--- src/rtl/spi_xfer_sequencer.sv ---
// rtl/spi_xfer_sequencer.sv - TX/RX byte sequencer driving spi_module transfers
// Optional SS-wait timeout enabled by defining SPI_SEQ_TIMEOUT_EN.

module spi_xfer_seq_fifo #(
  parameter int DEPTH = 8,
  parameter int WIDTH = 8
) (
  input  logic             clk,
  input  logic             rst,
  input  logic             push,
  input  logic [WIDTH-1:0] push_data,
  input  logic             pop,
  output logic [WIDTH-1:0] head,
  output logic             full,
  output logic             empty
);
  localparam int PTR_W = $clog2(DEPTH);
  localparam logic [PTR_W:0] FULL_CNT = DEPTH[PTR_W:0];

  logic [WIDTH-1:0] mem [DEPTH];
  logic [PTR_W-1:0] wr_ptr;
  logic [PTR_W-1:0] rd_ptr;
  logic [PTR_W:0]   count;
  logic             do_push;
  logic             do_pop;

  assign full    = (count == FULL_CNT);
  assign empty   = (count == '0);
  assign head    = mem[rd_ptr];
  assign do_push = push & ~full;
  assign do_pop  = pop & ~empty;

  always_ff @(posedge clk) begin
    if (do_push) mem[wr_ptr] <= push_data;
  end

  always_ff @(posedge clk or posedge rst) begin
    if (rst) begin
      wr_ptr <= '0;
      rd_ptr <= '0;
      count  <= '0;
    end else begin
      if (do_push) wr_ptr <= wr_ptr + 1'b1;
      if (do_pop)  rd_ptr <= rd_ptr + 1'b1;
      case ({do_push, do_pop})
        2'b10:   count <= count + 1'b1;
        2'b01:   count <= count - 1'b1;
        default: count <= count;
      endcase
    end
  end
endmodule

module spi_xfer_sequencer #(
  parameter int FIFO_DEPTH  = 8,
  parameter int GAP_CYC     = 4,
  parameter int TIMEOUT_CYC = 4096
) (
  input  logic        i_sys_clk,
  input  logic        i_sys_rst,
  input  logic [31:0] i_cfg_word,
  input  logic        i_tx_valid,
  input  logic [7:0]  i_tx_data,
  output logic        o_tx_ready,
  output logic        o_rx_valid,
  output logic [7:0]  o_rx_data,
  input  logic        i_rx_ready,
  output logic [31:0] o_data_config,
  output logic [7:0]  o_data,
  output logic        o_trans_en,
  input  logic [7:0]  i_spi_data,
  input  logic        i_ss,
  input  logic        i_spi_irq,
  output logic        o_busy,
  output logic        o_err,
  input  logic        i_err_clr
);
  typedef enum logic [2:0] {
    S_IDLE, S_LOAD, S_START, S_WAIT_LOW, S_WAIT_HIGH, S_CAPTURE, S_GAP
  } state_t;

  localparam int GAP_W = (GAP_CYC > 1) ? $clog2(GAP_CYC) : 1;
  localparam logic [GAP_W-1:0] GAP_LAST = GAP_W'(GAP_CYC - 1);

  state_t state;
  state_t state_nxt;

  logic [7:0]       tx_head;
  logic             tx_full;
  logic             tx_empty;
  logic             tx_pop;
  logic [7:0]       rx_head;
  logic             rx_full;
  logic             rx_empty;
  logic             rx_push;
  logic             load_data;
  logic             te_set;
  logic             te_clr;
  logic             err_set;
  logic             abort;
  logic             timeout_hit;
  logic [GAP_W-1:0] gap_cnt;
  logic             ss_m;
  logic             ss_s;
  logic             ss_q;

  spi_xfer_seq_fifo #(.DEPTH(FIFO_DEPTH), .WIDTH(8)) u_tx_fifo (
    .clk       (i_sys_clk),
    .rst       (i_sys_rst),
    .push      (i_tx_valid & o_tx_ready),
    .push_data (i_tx_data),
    .pop       (tx_pop),
    .head      (tx_head),
    .full      (tx_full),
    .empty     (tx_empty)
  );

  spi_xfer_seq_fifo #(.DEPTH(FIFO_DEPTH), .WIDTH(8)) u_rx_fifo (
    .clk       (i_sys_clk),
    .rst       (i_sys_rst),
    .push      (rx_push),
    .push_data (i_spi_data),
    .pop       (i_rx_ready & o_rx_valid),
    .head      (rx_head),
    .full      (rx_full),
    .empty     (rx_empty)
  );

  // Ready is held low while in reset so nothing is accepted into a flushing FIFO.
  assign o_tx_ready = ~tx_full & ~i_sys_rst;
  assign o_rx_valid = ~rx_empty;
  assign o_rx_data  = rx_empty ? 8'h00 : rx_head;
  assign o_busy     = (state != S_IDLE);

`ifdef SPI_SEQ_TIMEOUT_EN
  localparam int WAIT_W = ($clog2(TIMEOUT_CYC) + 1 > 12) ? $clog2(TIMEOUT_CYC) + 1 : 12;
  localparam logic [WAIT_W-1:0] WAIT_LAST = WAIT_W'(TIMEOUT_CYC - 1);
  logic [WAIT_W-1:0] wait_cnt;
  logic              in_wait;

  assign in_wait     = (state == S_WAIT_LOW) || (state == S_WAIT_HIGH);
  assign timeout_hit = in_wait && (wait_cnt == WAIT_LAST);

  always_ff @(posedge i_sys_clk or posedge i_sys_rst) begin
    if (i_sys_rst) begin
      wait_cnt <= '0;
    end else if (!in_wait || (state_nxt != state)) begin
      wait_cnt <= '0;
    end else begin
      wait_cnt <= wait_cnt + 1'b1;
    end
  end
`else
  localparam int unused_timeout_cyc = TIMEOUT_CYC;
  assign timeout_hit = 1'b0;
`endif

  assign abort = i_spi_irq | timeout_hit;

  always_ff @(posedge i_sys_clk or posedge i_sys_rst) begin
    if (i_sys_rst) state <= S_IDLE;
    else           state <= state_nxt;
  end

  always_comb begin
    state_nxt = state;
    tx_pop    = 1'b0;
    rx_push   = 1'b0;
    load_data = 1'b0;
    te_set    = 1'b0;
    te_clr    = 1'b0;
    err_set   = 1'b0;
    unique case (state)
      S_IDLE: begin
        // A full RX FIFO holds off the start so a received byte is never dropped.
        if (!tx_empty && !rx_full && !i_spi_irq) state_nxt = S_LOAD;
      end
      S_LOAD: begin
        tx_pop    = 1'b1;
        load_data = 1'b1;
        if (abort) begin
          err_set   = 1'b1;
          state_nxt = S_GAP;
        end else begin
          state_nxt = S_START;
        end
      end
      S_START: begin
        if (abort) begin
          te_clr    = 1'b1;
          err_set   = 1'b1;
          state_nxt = S_GAP;
        end else begin
          te_set    = 1'b1;
          state_nxt = S_WAIT_LOW;
        end
      end
      S_WAIT_LOW: begin
        if (abort) begin
          te_clr    = 1'b1;
          err_set   = 1'b1;
          state_nxt = S_GAP;
        end else if (!ss_s) begin
          te_clr    = 1'b1;
          state_nxt = S_WAIT_HIGH;
        end
      end
      S_WAIT_HIGH: begin
        if (abort) begin
          te_clr    = 1'b1;
          err_set   = 1'b1;
          state_nxt = S_GAP;
        end else if (ss_s && !ss_q) begin
          state_nxt = S_CAPTURE;
        end
      end
      S_CAPTURE: begin
        rx_push   = 1'b1;
        state_nxt = S_GAP;
      end
      S_GAP: begin
        if (gap_cnt == GAP_LAST) state_nxt = S_IDLE;
      end
      default: state_nxt = S_IDLE;
    endcase
  end

  always_ff @(posedge i_sys_clk or posedge i_sys_rst) begin
    if (i_sys_rst) begin
      o_data_config <= '0;
      o_data        <= '0;
      o_trans_en    <= 1'b0;
      o_err         <= 1'b0;
      gap_cnt       <= '0;
      ss_m          <= 1'b1;
      ss_s          <= 1'b1;
      ss_q          <= 1'b1;
    end else begin
      ss_m <= i_ss;
      ss_s <= ss_m;
      ss_q <= ss_s;
      // spi_module faults on a config change mid-transfer, so only track it when idle.
      if (state == S_IDLE) o_data_config <= i_cfg_word;
      if (load_data) o_data <= tx_head;
      if (te_set)      o_trans_en <= 1'b1;
      else if (te_clr) o_trans_en <= 1'b0;
      if (err_set)        o_err <= 1'b1;
      else if (i_err_clr) o_err <= 1'b0;
      gap_cnt <= (state == S_GAP) ? gap_cnt + 1'b1 : '0;
    end
  end
endmodule

--- config.mk ---
export PLATFORM = sky130hd
export DESIGN_NAME = spi_xfer_sequencer
export DESIGN_NICKNAME = d
export VERILOG_FILES = /design/src/rtl/spi_xfer_sequencer.sv
export SDC_FILE = /design/constraint.sdc
export NUM_CORES = 1
export LEC_CHECK = 0
export ABC_AREA = 0
export BUFFER_PORTS_ARGS = -buffer_cell sky130_fd_sc_hd__buf_4
export CORE_UTILIZATION = 30
export DETAILED_ROUTE_END_ITERATION = 6
export SLEW_MARGIN = 5
export SYNTH_ARGS = -nofsm -noshare
export SYNTH_HDL_FRONTEND = slang
export SYNTH_SLANG_ARGS = --single-unit
--- constraint.sdc ---
create_clock -name i_sys_clk -period 7.8 [get_ports i_sys_clk]
set_input_delay 1.17 -clock i_sys_clk [delete_from_list [all_inputs] [get_ports i_sys_clk]]
set_output_delay 1.17 -clock i_sys_clk [all_outputs]
set_load 0.01 [all_outputs]
==> metrics.txt, run 1 <==
clk_skew=11.1 ps; detailed placement HPWL=10400 um; class of the worst hold path=reg -> reg; Slew HR=0.168; Final Critical Period=3710 ps; initial antenna violation count=0; critical path's top delay family=flip-flops; Seq pwr share=0.449; Max Slew Vio Count=0; # IOs=108; post-route ant nets=0; Non-Filler Instances=916; DRT Pass-1 Iters=6; Finish-stage setup viols=0; post-synthesis register bit count=198; Die W=165 um; die area=27300 sq um; number of fillers in the final layout=2444; Seq. cell area=5600 sq um; TritonCTS clock tree=yes; fin crit share=0.476; crit path from=u_rx_fifo.rd_ptr[0]$_DFFE_PP0P_; root buffer cell=clkbuf_16; run status=finished, violations left; DP Area=9150 sq um; nets@finish=635; fmax=0.269 GHz; Gate power share=0.310; clock latency on the worst-skew pair=430 ps; asr flop ratio synth=0.354; Port-buffer cells=107; Synth cell types=48; CTS H-Tree Depth=4; grt ovf=0; placed cell count=884; Initial Util=0.306; CP arrival=2540 ps; layout cells sized above 1=0.382; vias=4277; net switching power figure=1.17 mW; DRC Markers=17; Routed WL=15700 um; CTS max path bufs=2; CP Buf/Inv Count=1; Core ar.=26100 sq um; CP Class=reg -> out; Vias/cell=4.67; PwrDens=369 nW/um^2; setup_tns=0 ps; DR WL/cell=17.1 um; vias in the first global route=4507; average cell area after synthesis=17.4 sq um; post-synthesis net count=527; Leak=3.65 nW; CP Max Fanout=18; critical path's largest stage delay=1080 ps; postcts setup bufs=0; peak supply drop=160 uV; violated checks=DRC; Worst Tran Pin Value=1240 ps; Layout area overhead=21.7%; Post-Synthesis Cells=460; cts repair resizes=0; Num Clock Sinks=198; largest net degree at the start of global routing=57; fin util=0.372; CP Capture Type=primary output; antenna fix cells=0; slowest CP cell=dfrtp_1; Final Wtd Congestion=0.748; CTS buffer count=17; Switching Share=0.326; clock transition at the registers of the reported paths=70 ps; worst hold start=ss_m$_DFF_PP1_; cell chain of the critical path=mux4_2 > mux2i_1 > nor2_1 > buf_4; multi-input logic area=2260 sq um; startpoint types=flop; sequential area share after synthesis=0.700; first-pass GRT wire length=24600 um; row cnt=59; worst reg2reg startpoint=state[0]$_DFFE_PP0P_; clock share of power=0.240; Hold Slack=355 ps; RSZ-0062 raised after global routing=false; drt initial violations=320; Design Area, Final=9730 sq um; Yosys warning count=0; Post-synth top flop=edfxtp_1; Critical Path RT=6630 ps; EDFF count, synth=128; max-cap violations=0; gr usage total=0.121; synthesized area=8000 sq um; Hold Vio Cnt, Final=0; Post-CTS Hold Buffers=0; die height=165 um; Internal=2.42 mW
==> path summary, 6_finish.rpt <==
check	to	slack, ps	cells after the start
max reg2reg	u_tx_fifo.count[2]$_DFFE_PP0P_	4630	9
min	ss_s$_DFF_PP1_	350	0
max in group asynchronous	o_data_config[28]$_DFFE_PP0N_	6040	3
min reg2reg	ss_s$_DFF_PP1_	350	0
max	o_rx_data[4]	4090	4
min in group asynchronous	o_data_config[4]$_DFFE_PP0N_	720	2
==> Yosys cell counts, types with 3 or more instances <==
cell        n  area, sq um
mux2i_1    18          180
buf_2       8         40.0
nand2b_1    8         50.1
clkbuf_1    6         22.5
xnor2_1     7         61.3
nor2_1     37          139
buf_1       3         11.3
o21ai_0     9         45.0
mux4_2     32          721
ha_1       11          138
edfxtp_1  128         3840
nor2b_1     4         25.0
xor2_1      9         78.8
dfstp_2     3         78.8
nand2_1    10         37.5
mux2_2     36          405
dfrtp_1    67         1680
a21oi_1    15         75.1
inv_1      12         45.0
nor3_1      5         25.0
==> through the flow <==
stage | setup slack [ps] | power [mW]
after global routing | 3910 | 3.81
after detailed placement | 4480 | 2.77
after CTS | 4000 | 3.65
after global placement | 4500 | 2.71
final | 4090 | 3.59
after floorplan | 4870 | 2.32
==> power groups by stage <==
| stage | combinational, mW | sequential (mW) | clock, mW |
|---|---|---|---|
| 6_report | 1.11 | 1.62 | 0.864 |
| 5_1_grt | 1.22 | 1.66 | 0.932 |
| 4_1_cts | 1.13 | 1.62 | 0.894 |
| 3_5_place_dp | 1.13 | 1.64 | 0 |
| 3_3_place_gp | 1.09 | 1.62 | 0 |
| 2_1_floorplan | 0.797 | 1.53 | 0 |
==> cell type report <==
| type | count | area share |
|---|---|---|
| clock inverter | 14 | 0.0156 |
| timing repair buffer | 110 | 0.0849 |
| sequential | 198 | 0.575 |
| tap | 335 | 0.0431 |
| multi-input combinational | 228 | 0.232 |
| clock buffer | 18 | 0.0441 |
| inverter | 13 | 0.00502 |
==> layout by cell type, fill, tap and decap left out, types with 10 or more instances in the layout <==
master	instances
edfxtp_1	128
buf_4	110
dfrtp_1	67
nor2_1	37
mux2_2	36
mux4_2	32
mux2i_1	18
clkbuf_16	17
a21oi_1	15
inv_1	11
ha_1	11
nand2_1	10
==> flip-flops by register name, summed over array words and instances (netlist names), 4 cells and up <==
name             flops
o_data               8
u_rx_fifo.count      4
u_tx_fifo.mem       64
o_data_config       32
u_rx_fifo.mem       64
u_tx_fifo.count      4
==> layer usage <==
metal	routed length, um	track usage
met1	6720	0.149
met2	7970	0.210
met3	708	0.0232
met4	264	0.0455
met5	0	0
==> cells by family after synthesis <==
logic type	synth area share
AOI/OAI and AO/OA	0.0261
xor gates and xnor gates	0.0175
adders and majority gates	0.0197
buffers and inverters	0.0192
DFF	0.700
muxes	0.167
and+or+nand+nor	0.0507
Power figures use the tool's default switching activity.
==> inputs of run 2 (changes only) <==
Clock period 7.8 ns to 3.3 ns, I/O delays scaled along.
==> metrics.txt, run 2 (synthesized netlist as in run 1, its figures left out) <==
first-pass GRT wire length=24300 um; clock latency on the worst-skew pair=440 ps; largest net degree at the start of global routing=49; # IOs=108; net switching power figure=2.83 mW; fin crit share=0.832; Tot Pwr=8.60 mW; R2R depth=9; fmax=0.364 GHz; Hold EP=ss_m$_DFF_PP1_; cts repair resizes=0; commonest non-fill, non-tap cell in the layout=edfxtp_1; Layout area overhead=23.2%; run status=finished, violations left; Seq pwr share=0.429; die area=27300 sq um; hold depth=1; root buffer cell=clkbuf_16; drt initial violations=219; startpoint types=flop; CTS H-Tree Depth=4; most frequent cells in the layout=edfxtp_1, buf_4, dfrtp_1, nor2_1, mux2_2; worst hold start=i_ss; Gate power share=0.328; Routed WL=15500 um; Max Slew Vio Count=0; Num Clock Sinks=198; Slew HR=0.286; slowest CP cell=nor4_1; Vias/cell=4.66; Worst Tran Pin Value=1070 ps; DRC Markers=16; cell chain of the critical path=nor4_1 > and2b_1 > ha_1 > xor2_1 > ha_1 > a21oi_1 > xor2_1 > nor2_1 > xor2_1; DRT Pass-1 Iters=7; die height=165 um; max-cap violations=0; gr usage total=0.120; flop-to-flop setup slack=550 ps; CP dominant cell by count=xor2_1; antenna fix cells=0; number of fillers in the final layout=2413; largest registers=u_rx_fifo.mem x64, u_tx_fifo.mem x64, o_data_config x32; class of the worst hold path=in -> reg; grt ovf=0; vias in the first global route=4501; peak supply drop=343 uV; RSZ-0062 raised after global routing=false; CP Capture Type=flop; clk_skew=17.2 ps; Final Critical Period=2750 ps; Finish-stage setup viols=0; CP Max Fanout=8; TritonCTS clock tree=yes; detailed placement HPWL=10500 um; post-route ant nets=0; Switching Share=0.329; Core ar.=26100 sq um; DR WL/cell=16.7 um; Initial Util=0.306; violated checks=DRC; Post-CTS Hold Buffers=0; layout cells sized above 1=0.397; Hold Vio Cnt, Final=0; critical path's largest stage delay=590 ps; CP arrival=3050 ps; Leak=3.74 nW; setup_tns=0 ps; initial antenna violation count=0; nets@finish=649; CTS buffer count=17; postcts setup bufs=0; Die W=165 um; worst r2r dst=u_tx_fifo.count[2]$_DFFE_PP0P_; Port-buffer cells=107; vias=4336; Critical Path RT=3610 ps; Internal=5.77 mW; CP Class=reg -> reg; worst reg2reg startpoint=u_tx_fifo.count[1]$_DFFE_PP0P_; clock share of power=0.243; clock transition at the registers of the reported paths=80 ps; PwrDens=872 nW/um^2; CTS max path bufs=2; Final Wtd Congestion=0.775; row cnt=59
## run 2: how the worst max path moves through the flow
stage | from | to | slack [ps] | cells after the start
2_1_floorplan | u_rx_fifo.count[0]$_DFFE_PP0P_ | u_rx_fifo.count[3]$_DFFE_PP0P_ | 750 | 10
3_3_place_gp | u_rx_fifo.count[0]$_DFFE_PP0P_ | u_rx_fifo.count[3]$_DFFE_PP0P_ | 750 | 9
3_5_place_dp | u_tx_fifo.count[1]$_DFFE_PP0P_ | u_tx_fifo.count[2]$_DFFE_PP0P_ | 540 | 9
4_1_cts | u_tx_fifo.count[1]$_DFFE_PP0P_ | u_tx_fifo.count[2]$_DFFE_PP0P_ | 520 | 9
5_1_grt | u_rx_fifo.count[0]$_DFFE_PP0P_ | u_rx_fifo.count[3]$_DFFE_PP0P_ | 370 | 9
6_report | u_tx_fifo.count[1]$_DFFE_PP0P_ | u_tx_fifo.count[2]$_DFFE_PP0P_ | 550 | 9
## run 2: final cells by class
type,instances,area (sq um),area share
clock inverter,15,183,0.0185
tap,335,419,0.0425
sequential,198,5600,0.568
multi-input combinational,228,2250,0.228
inverter,13,48.8,0.00495
clock buffer,17,425,0.0432
timing repair buffer,124,931,0.0944
## run 2: power by group through the flow
stage	Combinational, mW	Sequential, mW	Clock [mW]
2_1_floorplan	1.88	3.61	0
3_3_place_gp	2.77	3.70	0
3_5_place_dp	2.88	3.75	0
4_1_cts	2.89	3.70	2.15
5_1_grt	3.10	3.77	2.23
6_report	2.82	3.69	2.09
## run 2: metrics by stage
step | cells | hold slack, ps | worst slack [ps] | area [sq um] | utilization
4_1_cts | 930 | 165 | 522 | 9860 | 0.377
3_5_place_dp | 898 | 347 | 539 | 9250 | 0.354
5_1_grt | 930 | 164 | 366 | 9860 | 0.377
6_report | 930 | 191 | 554 | 9860 | 0.377
2_1_floorplan | 460 | 345 | 747 | 8000 | -
3_3_place_gp | 898 | 345 | 751 | 9250 | 0.354
## run 2: critical path, delay by kind of cell, from the launching register on
| kind | cells | cell delay [ps] |
|---|---|---|
| AND/OR/NAND/NOR | 3 | 1010 |
| flip-flops | 1 | 470 |
| AO/OA/AOI/OAI | 1 | 170 |
| adder cells (fa/ha/maj) | 2 | 480 |
| XOR/XNOR | 3 | 510 |
## run 2: metal layers
layer / global-route usage / share of wire / vias up
met1: 0.143 / 0.43 / 2211
met2: 0.209 / 0.51 / 124
li1: - / - / 1983
met3: 0.0270 / 0.045 / 18
met5: 0 / 0 / -
met4: 0.0434 / 0.013 / 0
==> inputs of run 3 (changes only) <==
Clock period 3.3 ns to 2.55 ns, I/O delays scaled along.
==> metrics.txt, run 3 (synthesized netlist as in run 1, its figures left out) <==
CP Capture Type=flop; CP arrival=2720 ps; first-pass GRT wire length=24700 um; Num Clock Sinks=198; multi-input logic area=2260 sq um; Critical Path RT=2860 ps; antenna fix cells=0; CTS buffer count=17; clk_skew=6.45 ps; commonest non-fill, non-tap cell in the layout=buf_4; die height=165 um; Internal=7.57 mW; layout cells sized above 1=0.417; PwrDens=1120 nW/um^2; Gate power share=0.338; root buffer cell=clkbuf_16; setup_tns=0 ps; Slew HR=0.384; clock share of power=0.241; detailed placement HPWL=10600 um; # IOs=108; Leak=3.83 nW; TritonCTS clock tree=yes; vias in the first global route=4677; Final Critical Period=2410 ps; startpoint types=flop; gr usage total=0.122; pre-CTS setup slack=64.2 ps; Final Wtd Congestion=0.805; most frequent cells in the layout=buf_4, edfxtp_1, dfrtp_1, nor2_1, mux2_2; CTS H-Tree Depth=4; Vias/cell=4.56; vias=4316; fin crit share=0.944; initial antenna violation count=0; postcts setup bufs=0; fmax=0.415 GHz; grt ovf=0; die area=27300 sq um; max-cap violations=0; Design Area, Final=10000 sq um; DP Area=9380 sq um; Port-buffer cells=107; CP Class=reg -> reg; nets@finish=665; post-route ant nets=0; number of fillers in the final layout=2425; net switching power figure=3.68 mW; violated checks=DRC; Layout area overhead=25.3%; CP Max Fanout=8; class of the worst hold path=in -> reg; Max Slew Vio Count=0; largest net degree at the start of global routing=39; setup ws final=143 ps; Finish-stage setup viols=0; Initial Util=0.306; Die W=165 um; DRT Pass-1 Iters=6; largest registers=u_rx_fifo.mem x64, u_tx_fifo.mem x64, o_data_config x32; RSZ-0062 raised after global routing=true; Worst Tran Pin Value=924 ps; Seq pwr share=0.420; Seq. cell area=5600 sq um; Core ar.=26100 sq um; DR WL/cell=16.6 um; clock latency on the worst-skew pair=430 ps; DRC Markers=12; Routed WL=15700 um; Hold Vio Cnt, Final=0; Switching Share=0.327; row cnt=59; peak supply drop=443 uV; run status=finished, violations left; clock transition at the registers of the reported paths=80 ps; CTS max path bufs=2; drt initial violations=297
run 3: cell type report:
type,instances,share of cell area
Clock buffer,17,0.0425
Sequential cell,198,0.559
Clock inverter,15,0.0194
Multi-Input combinational cell,228,0.226
Inverter,13,0.00487
Timing Repair Buffer,140,0.107
Tap cell,335,0.0418
run 3: power by group through the flow:
stage,Clock [mW],Sequential [mW],Combinational (mW)
after floorplan,0,4.67,2.44
after global placement,0,4.73,3.75
after detailed placement,0,4.79,3.86
after CTS,2.81,4.73,3.87
after global routing,2.92,4.82,4.17
final,2.72,4.73,3.81
run 3: per-layer routing:
layer	vias to the layer above	wire length, um	share of wire	GRT usage
li1	2006	-	-	-
met1	2212	6490	0.41	0.139
met2	87	8460	0.54	0.224
met3	11	638	0.041	0.0307
met4	0	137	0.0087	0.0313
met5	-	0	0	0
run 3: through the flow:
stage	cells	hold slack, ps	util	power [mW]
after detailed placement	914	352	0.359	8.65
after global routing	946	54.2	0.383	11.9
final	946	80.9	0.383	11.3
after global placement	914	352	0.359	8.48
after floorplan	460	345	-	7.11
after CTS	946	59.3	0.383	11.4
run 3: final timing paths:
path	from	to	slack, ps	cells past startpoint
min in group asynchronous	i_sys_rst	o_data_config[18]$_DFFE_PP0N_	90	2
setup reg to reg	u_tx_fifo.count[1]$_DFFE_PP0P_	u_tx_fifo.count[2]$_DFFE_PP0P_	140	9
hold / removal	i_ss	ss_m$_DFF_PP1_	80	1
hold reg to reg	ss_m$_DFF_PP1_	ss_s$_DFF_PP1_	360	0
setup / recovery	u_tx_fifo.count[1]$_DFFE_PP0P_	u_tx_fifo.count[2]$_DFFE_PP0P_	140	9
max in group asynchronous	i_sys_rst	ss_m$_DFF_PP1_	1730	3
run 3: repair_timing:
| item | in CTS | in global routing |
|---|---|---|
| gates resized for setup | 1 | 3 |
| endpoints found under the setup margin | 1 | 4 |
| hold endpoints to repair | 0 | 0 |
| hold buffers | 0 | 0 |
run 3: worst max-delay path, cell delays in order, from the launching register on:
cell	delay, ps
dfrtp_1	470
nor4_2	350
and2b_1	290
ha_1	280
xor2_1	170
ha_1	200
a21oi_1	160
xor2_1	170
nor2_1	70
xor2_1	140
